### src/rtl/demux_stream.sv
// Purpose: registered 1-to-N stream demux with broadcast mode and out-of-range select drop counting.
// Latency: 1 cycle from input handshake to out_valid on the target channel(s).
// Backpressure: in_ready follows the target channel's free state (AND of all channels in broadcast); bad selects are always accepted.
//
// Ports:
//   clk, rst_n                 clock (rising edge) and asynchronous active-low reset
//   in_data/in_sel/in_valid    producer payload, destination index and request
//   in_ready                   combinational accept; depends on in_sel, bcast, out_ready and channel state only
//   bcast                      1 = deliver to every channel, 0 = route by in_sel
//   out_data/out_valid         per-channel registered payload (channel k at [k*WIDTH +: WIDTH]) and valid
//   out_ready                  per-channel consumer ready
//   sel_err                    sticky flag, set by the first out-of-range select
//   drop_cnt                   saturating count of dropped transfers
module demux_stream #(
    parameter int WIDTH = 8,
    parameter int N_CH  = 4,
    parameter int SEL_W = 2,
    parameter int CNT_W = 8
) (
    input  logic                  clk,
    input  logic                  rst_n,
    input  logic [WIDTH-1:0]      in_data,
    input  logic [SEL_W-1:0]      in_sel,
    input  logic                  in_valid,
    output logic                  in_ready,
    input  logic                  bcast,
    output logic [N_CH*WIDTH-1:0] out_data,
    output logic [N_CH-1:0]       out_valid,
    input  logic [N_CH-1:0]       out_ready,
    output logic                  sel_err,
    output logic [CNT_W-1:0]      drop_cnt
);

    // One extra bit so N_CH == 2^SEL_W is representable in the range compare.
    localparam logic [SEL_W:0] NCH_L = (SEL_W + 1)'(N_CH);

    logic [N_CH-1:0]  free;
    logic [N_CH-1:0]  load;
    logic [N_CH-1:0]  valid_d;
    logic [N_CH-1:0]  valid_q;
    logic [WIDTH-1:0] data_q [N_CH];
    logic             sel_ok;
    logic             sel_free;
    logic             hs;
    logic             drop;
    logic             err_d;
    logic             err_q;
    logic [CNT_W-1:0] cnt_d;
    logic [CNT_W-1:0] cnt_q;

    // A channel can take new data if empty or being drained this cycle.
    assign free   = ~valid_q | out_ready;
    assign sel_ok = ({1'b0, in_sel} < NCH_L);

    // Mux out the selected channel's free bit without indexing past N_CH.
    always_comb begin
        sel_free = 1'b0;
        for (int k = 0; k < N_CH; k++) begin
            if (in_sel == SEL_W'(k)) begin
                sel_free = free[k];
            end
        end
    end

    // in_valid deliberately absent here: no in_valid -> in_ready path.
    always_comb begin
        if (bcast) begin
            in_ready = &free;
        end else if (sel_ok) begin
            in_ready = sel_free;
        end else begin
            in_ready = 1'b1;
        end
    end

    assign hs   = in_valid & in_ready;
    assign drop = hs & ~bcast & ~sel_ok;

    always_comb begin
        load = '0;
        for (int k = 0; k < N_CH; k++) begin
            load[k] = hs & (bcast | (sel_ok & (in_sel == SEL_W'(k))));
        end
    end

    // A load wins over a drain, so back-to-back transfers keep valid high.
    assign valid_d = load | (valid_q & ~out_ready);

    always_comb begin
        err_d = err_q | drop;
        cnt_d = cnt_q;
        if (drop && (cnt_q != {CNT_W{1'b1}})) begin
            cnt_d = cnt_q + 1'b1;
        end
    end

    always_ff @(posedge clk or negedge rst_n) begin
        if (!rst_n) begin
            valid_q <= '0;
            err_q   <= 1'b0;
            cnt_q   <= '0;
            for (int k = 0; k < N_CH; k++) begin
                data_q[k] <= '0;
            end
        end else begin
            valid_q <= valid_d;
            err_q   <= err_d;
            cnt_q   <= cnt_d;
            for (int k = 0; k < N_CH; k++) begin
                if (load[k]) begin
                    data_q[k] <= in_data;
                end
            end
        end
    end

    for (genvar g = 0; g < N_CH; g++) begin : g_out
        assign out_data[g*WIDTH +: WIDTH] = data_q[g];
    end

    assign out_valid = valid_q;
    assign sel_err   = err_q;
    assign drop_cnt  = cnt_q;

endmodule
### config.mk
export PLATFORM = sky130hd
export DESIGN_NAME = demux_stream
export DESIGN_NICKNAME = d
export VERILOG_FILES = /design/src/rtl/demux_stream.sv
export SDC_FILE = /design/constraint.sdc
export NUM_CORES = 1
export LEC_CHECK = 0
export ABC_CLOCK_PERIOD_IN_PS = 2400
export CORE_MARGIN = 5
export CORE_UTILIZATION = 44
export CTS_BUF_LIST = sky130_fd_sc_hd__clkbuf_8
export CTS_CLUSTER_DIAMETER = 80
export DETAILED_ROUTE_END_ITERATION = 12
export GPL_TIMING_DRIVEN = 0
export HOLD_SLACK_MARGIN = 0.12
export PLACE_DENSITY = 0.82
export REMOVE_ABC_BUFFERS = 1
export SYNTH_ARGS = -nofsm -noshare
export SYNTH_HDL_FRONTEND = slang
export SYNTH_SLANG_ARGS = --single-unit
export TNS_END_PERCENT = 10
### constraint.sdc
create_clock -name clk -period 2.4 [get_ports clk]
set_clock_uncertainty 0.05 [all_clocks]
set_input_delay 0.48 -clock clk [delete_from_list [all_inputs] [get_ports clk]]
set_output_delay 0.48 -clock clk [all_outputs]
set_load 0.02 [all_outputs]
==> results of run 1 <==
cells in the mapped netlist:
library cell	number
sky130_fd_sc_hd__o221ai_2	1
sky130_fd_sc_hd__buf_4	10
sky130_fd_sc_hd__nand2b_1	5
sky130_fd_sc_hd__o21ai_0	2
sky130_fd_sc_hd__or4_1	1
sky130_fd_sc_hd__a21oi_2	2
sky130_fd_sc_hd__inv_2	1
sky130_fd_sc_hd__nor3_2	2
sky130_fd_sc_hd__o21bai_1	1
sky130_fd_sc_hd__conb_1	1
sky130_fd_sc_hd__nor2_1	3
sky130_fd_sc_hd__nor2b_1	3
sky130_fd_sc_hd__mux2_2	24
sky130_fd_sc_hd__nand3_1	1
sky130_fd_sc_hd__dfrtp_1	36
sky130_fd_sc_hd__o22ai_1	1
sky130_fd_sc_hd__o31ai_1	2
sky130_fd_sc_hd__mux2_4	8
where the power goes:
| part | switching, mW | internal, mW | total [mW] |
|---|---|---|---|
| logic | 0.456 | 0.520 | 0.976 |
| registers | 0.100 | 0.787 | 0.887 |
| clock network | 0.212 | 0.366 | 0.579 |
| total | 0.768 | 1.67 | 2.44 |
state kept, by name, summed over array words and instances, names as in the netlist:
register,flops
out_valid,4
out_data,32
final cells by class:
class	count	area (sq um)	area share, %
multi-input cells	65	622	27.4
clock inverters	1	30.0	1.32
well taps	46	57.6	2.54
repair buffers	55	559	24.6
clock buffers	7	96.3	4.24
inverters	1	3.75	0.165
flip-flops and latches	36	901	39.7
routing by layer:
layer | GRT usage, % | vias up | part of all wire, %
met1 | 18.9 | 486 | 44
li1 | - | 473 | -
met5 | 0 | - | 0
met3 | 6.69 | 6 | 7.3
met4 | 6.07 | 0 | 1.5
met2 | 23.0 | 44 | 48
stage by stage:
step / instance area (sq um) / utilization [%] / instances
4_1_cts: 2220 / 66.0 / 210
2_1_floorplan: 1490 / - / 102
3_3_place_gp: 2090 / 62.2 / 202
6_report: 2270 / 67.5 / 211
3_5_place_dp: 2090 / 62.1 / 202
5_1_grt: 2270 / 67.5 / 211
timing repair:
item                                   in CTS  in global routing
gates resized for setup                     5                  8
setup endpoints to repair                  34                 21
setup buffers                               0                  1
endpoints found under the hold margin       0                  0
pin swaps                                   1                  2
critical path, delay by kind of cell:
family / cells / cell delay, ns
mux: 1 / 0.34
simple gates: 1 / 0.60
buf+inv: 2 / 0.60
compound gates: 2 / 0.55
final timing paths:
path | start | end | slack (ns) | cells past startpoint
worst max-delay path | in_sel[0] | out_data[11] | -0.06 | 6
worst min-delay path | rst_n | out_data[6] | 0.21 | 1
worst max register to register | out_valid[3] | out_data[11] | 0.56 | 4
worst min register to register | out_data[14] | out_data[14] | 0.46 | 1
max in group asynchronous | rst_n | out_valid[0] | 1.60 | 1
min in group clk | out_data[14] | out_data[14] | 0.46 | 1
layout by cell type, fill, tap and decap left out, types with 2 or more instances in the layout:
cell type,instances
sky130_fd_sc_hd__a21oi_2,2
sky130_fd_sc_hd__nor2_1,2
sky130_fd_sc_hd__dfrtp_1,36
sky130_fd_sc_hd__nand2b_1,4
sky130_fd_sc_hd__mux2_4,8
sky130_fd_sc_hd__conb_1,9
sky130_fd_sc_hd__nor2b_1,2
sky130_fd_sc_hd__clkdlybuf4s50_1,51
sky130_fd_sc_hd__nor3_4,2
sky130_fd_sc_hd__mux2_2,24
sky130_fd_sc_hd__o31ai_1,2
sky130_fd_sc_hd__clkbuf_8,7
kinds of logic after synthesis:
group                  Yosys count  share of synthesized area, %
AOI/OAI and AO/OA                9                          4.63
buffers and inverters           11                          5.12
DFF                             36                          58.5
muxes                           32                          25.4
other                            1                         0.244
and+or+nand+nor                 15                          6.10
==> impl_metrics.ini, run 1 <==
[detailed_routing]
detail_route.vias_per_cell = 4.78
detailedRoute.firstIterationViolations = 35
wire_length_reported_by_the_detailed_router_mm = 3.44
drt_first_pass_iters = 4
post_drt_wl_per_cell_microns = 16.3
dr_vias = 1009
antenna_violating_nets_post_route = 0
drc_errors = 0

[global_route]
grt_pass1_vias = 1102
grt_use_total_pct = 15.2
first_pass_grt_wire_length_mm = 5.70
grt_start_max_net_pins = 37
number_of_antenna_violations_at_the_first_check_in_global_routing = 0
grt-ovfl-total = 0

[setup_path]
cp_max_fo = 9
crit_required_ns = 2.52
crit_arrival_ns = 2.58
timing.critical_path.to_type = flip-flop
critical_path.cell_chain = clkdlybuf4s50_1 > inv_2 > a21oi_2 > o221ai_2 > or4_4 > mux2_4
startpoint_type = primary input
timing_worst_setup_path_type = in2reg
critical_path.slowest_cell = sky130_fd_sc_hd__or4_4
worst_path_largest_cell_delay_ns = 0.60

[run_status]
status = finished, violations left
failed_checks = setup timing

[cts]
cts.root.buffer_cell = sky130_fd_sc_hd__clkbuf_8
tritoncts = done
clock_sink_count = 36
cts.path.max_buffers = 2
cts-hold-fix-buffers = 0
tritoncts.num_buffers = 5
path_clk_slew_ns = 0.07
insertion_delay_ns = 0.28
clock_tree.htree_level_count = 2

[power]
cellLeakagePower_nw = 0.975
power_mw = 2.44
peakVddDrop_mv = 0.662
power.density_cell_area_nw_per_um2 = 1080

[finish]
fillers = 258
final_layout_size_suffix_gt1_share_pct = 32.7
synthToLayoutAreaGrowth_pct = 47.5
final_net_count = 182
insertedDiodeCount = 0

[die]
coreArea_sq_um = 3360
num_rows = 21
die_h_microns = 69.1
initial_core_util_pct = 45.8
die_area_sq_um = 4780
die_w_microns = 69.1
io-pin-count = 64

[placed_design]
place_hpwl_mm = 2.44
finalWeightedCongestion = 0.895
port_buffers = 54
dp_worst_setup_slack_ns = -0.591

[sta]
post-route-worst-setup-slack_ns = -0.0605
worst_slew_margin_rel_pct = 49.0
worst_hold_slack_ns = 0.211
hold_viol = 0
fin_crit_ns = 2.46
drv_slew = 0
achievable-frequency_mhz = 406
setup_viol = 10
worst-slew-pin-transition_ns = 0.766
rsz0062_at_grt = true
post-route-period-util_pct = 103
timing.setup.tns_ns = -0.490

[synth]
synth_seq_cells = 36
synth_cell_type_count = 18
synth_seq_area_share_pct = 58.5
synth_warnings = 0
post_synth_main_area_contributors = sky130_fd_sc_hd__dfrtp_1, sky130_fd_sc_hd__mux2_2, sky130_fd_sc_hd__mux2_4
post_synthesis_area_per_instance_sq_um = 14.8
synth.largest_area_cell = sky130_fd_sc_hd__dfrtp_1
syn_area_sq_um = 1540
post_synth_inst_count = 104
synth_top_cell_area_share_pct = 58.5

[worst_hold_path]
worst_hold_path_type = in2async

[flow_run]
timing.max_cap.violations = 0
No activity file was read; power rests on OpenSTA's default activity.
==> run 2: changes to the inputs <==
- REMOVE_ABC_BUFFERS: 1 -> unset
- SKIP_CTS_REPAIR_TIMING: unset -> 1
==> run 2 against run 1 <==
Effect of this change: the run now ends clean; setup slack improved by 0.12 ns; non-clock buffer count is 9 higher; maximum frequency is 5.0% higher; die area unchanged; clock power shrank 33%; worst hold slack better by 0.0017 ns; critical path depth is the same; combinational power rose by 0.9%; via count up 3.0%; largest cell class unchanged.
==> impl_metrics.ini, run 2 (synthesis results as in run 1) <==
[run_status]
status = finished, final reports clean

[cts]
path_clk_slew_ns = 0.07
cts.path.max_buffers = 2
clock_tree.htree_level_count = 2
insertion_delay_ns = 0.28
cts.root.buffer_cell = sky130_fd_sc_hd__clkbuf_8
clock_sink_count = 36
tritoncts = done
tritoncts.num_buffers = 5

[sta]
post-route-period-util_pct = 97.6
worst_slew_margin_rel_pct = 49.2
fin_crit_ns = 2.34
drv_slew = 0
achievable-frequency_mhz = 427
worst-slew-pin-transition_ns = 0.762
setup_viol = 0
hold_viol = 0
post-route-worst-setup-slack_ns = 0.0571

[finish]
flip_flop_count_of_the_largest_register_after_layout = 32
final_net_count = 191
insertedDiodeCount = 0
mostFrequentLayoutCell = sky130_fd_sc_hd__clkdlybuf4s50_1
synthToLayoutAreaGrowth_pct = 48.9
layoutNonFillerInstCount = 219
final_layout_size_suffix_gt1_share_pct = 32.4
layout.cells.most_common_list = sky130_fd_sc_hd__clkdlybuf4s50_1, sky130_fd_sc_hd__dfrtp_1, sky130_fd_sc_hd__mux2_2

[placed_design]
place_hpwl_mm = 2.65
dp_worst_setup_slack_ns = -0.481
finalWeightedCongestion = 0.727
dp.cells = 212
port_buffers = 54

[global_route]
number_of_antenna_violations_at_the_first_check_in_global_routing = 0
grt_start_max_net_pins = 37
grt-ovfl-total = 0
grt_pass1_vias = 1193
first_pass_grt_wire_length_mm = 6.10
grt_use_total_pct = 16.2

[setup_path]
timing_worst_setup_path_type = in2reg
startpoint_type = primary input
critical_path.cell_chain = clkdlybuf4s50_1 > nand2b_1 > o221ai_4 > or4_1 > buf_4 > mux2_4
timing.critical_path.to_type = flip-flop
crit_arrival_ns = 2.46
critical_path.slowest_cell = sky130_fd_sc_hd__or4_1
worst_path_largest_cell_delay_ns = 0.58
cp_max_fo = 9
timing.critical_path.from = out_ready[3]
top_delay_family_on_crit_path = simple AND/OR/NAND/NOR gates
crit_required_ns = 2.51
cp_num_buf_inv = 2
crit-reg2reg-launch = out_valid[3]

[detailed_routing]
detail_route.vias_per_cell = 4.74
drc_errors = 0
dr_vias = 1039
detailedRoute.firstIterationViolations = 24
drt_first_pass_iters = 4
antenna_violating_nets_post_route = 0
wire_length_reported_by_the_detailed_router_mm = 3.64
post_drt_wl_per_cell_microns = 16.6

[die]
die_area_sq_um = 4780
coreArea_sq_um = 3360
die_w_microns = 69.1
num_rows = 21
initial_core_util_pct = 45.8
die_h_microns = 69.1
io-pin-count = 64

[power]
peakVddDrop_mv = 0.648
power.density_cell_area_nw_per_um2 = 987
cellLeakagePower_nw = 1.02

[worst_hold_path]
worst_hold_path_type = in2async

[flow_run]
timing.max_cap.violations = 0
## run 2: changes by cell type in the layout (fill, tap and decap cells not counted), moves of 2 or more
| cell | delta |
|---|---|
| sky130_fd_sc_hd__buf_4 | +10 |
| sky130_fd_sc_hd__a21oi_4 | +2 |
| sky130_fd_sc_hd__dlymetal6s2s_1 | +3 |
| sky130_fd_sc_hd__clkdlybuf4s50_1 | -2 |
| sky130_fd_sc_hd__a21oi_2 | -2 |
| sky130_fd_sc_hd__clkbuf_8 | -2 |
## run 2: cell type report
type                            instances  area [sq um]
Inverter                                1          3.75
Clock inverter                          2          8.76
Tap cell                               46          57.6
Clock buffer                            5          68.8
Multi-Input combinational cell         65           631
Sequential cell                        36           901
Buffer                                 10          75.1
Timing Repair Buffer                   54           546
Fill cell                             289          1070
## run 2: worst register-to-register path, delay by kind of cell (launching register included)
| family | cells | cell delay (ns) |
|---|---|---|
| simple gates | 2 | 0.75 |
| flops | 1 | 0.37 |
| mux | 1 | 0.31 |
| buf+inv | 1 | 0.23 |
| compound gates | 1 | 0.19 |
## run 2: worst paths after layout
check | end | slack, ns | depth (start not counted)
setup / recovery | out_data[11] | 0.06 | 6
hold / removal | out_data[12] | 0.21 | 1
setup reg to reg | out_data[11] | 0.39 | 5
hold reg to reg | out_data[1] | 0.46 | 1
max in group asynchronous | out_data[3] | 1.59 | 1
min in group clk | out_data[1] | 0.46 | 1
## run 2: where the power goes
group	switching [mW]	internal, mW
Clock	0.195	0.193
Combinational	0.461	0.524
Sequential	0.102	0.787
Total	0.758	1.50
## run 2: metal layers
layer	track usage, %	routed length [microns]
met3	7.85	324
met5	0	0
met1	18.3	1390
met4	5.21	47
met2	26.8	1880
## run 2: through the flow
step / cell area [sq um] / utilization (%) / setup TNS (ns) / power (mW) / hold slack [ns]
floorplan: 1570 / - / 0 / 1.38 / 0.134
finish: 2290 / 68.1 / 0 / 2.26 / 0.213
global placement: 2170 / 64.4 / -12.80 / 1.86 / 0.441
global route: 2290 / 68.1 / -0.0180 / 2.39 / 0.280
detailed placement: 2160 / 64.3 / -14.44 / 1.88 / 0.448
CTS: 2240 / 66.6 / -5.08 / 2.28 / 0.230
==> run 3: changes to the inputs <==
- CTS_CLUSTER_SIZE: unset -> 30
==> results of run 3 <==
No change in the layout: final DEF, timing and power equal those of run 2.
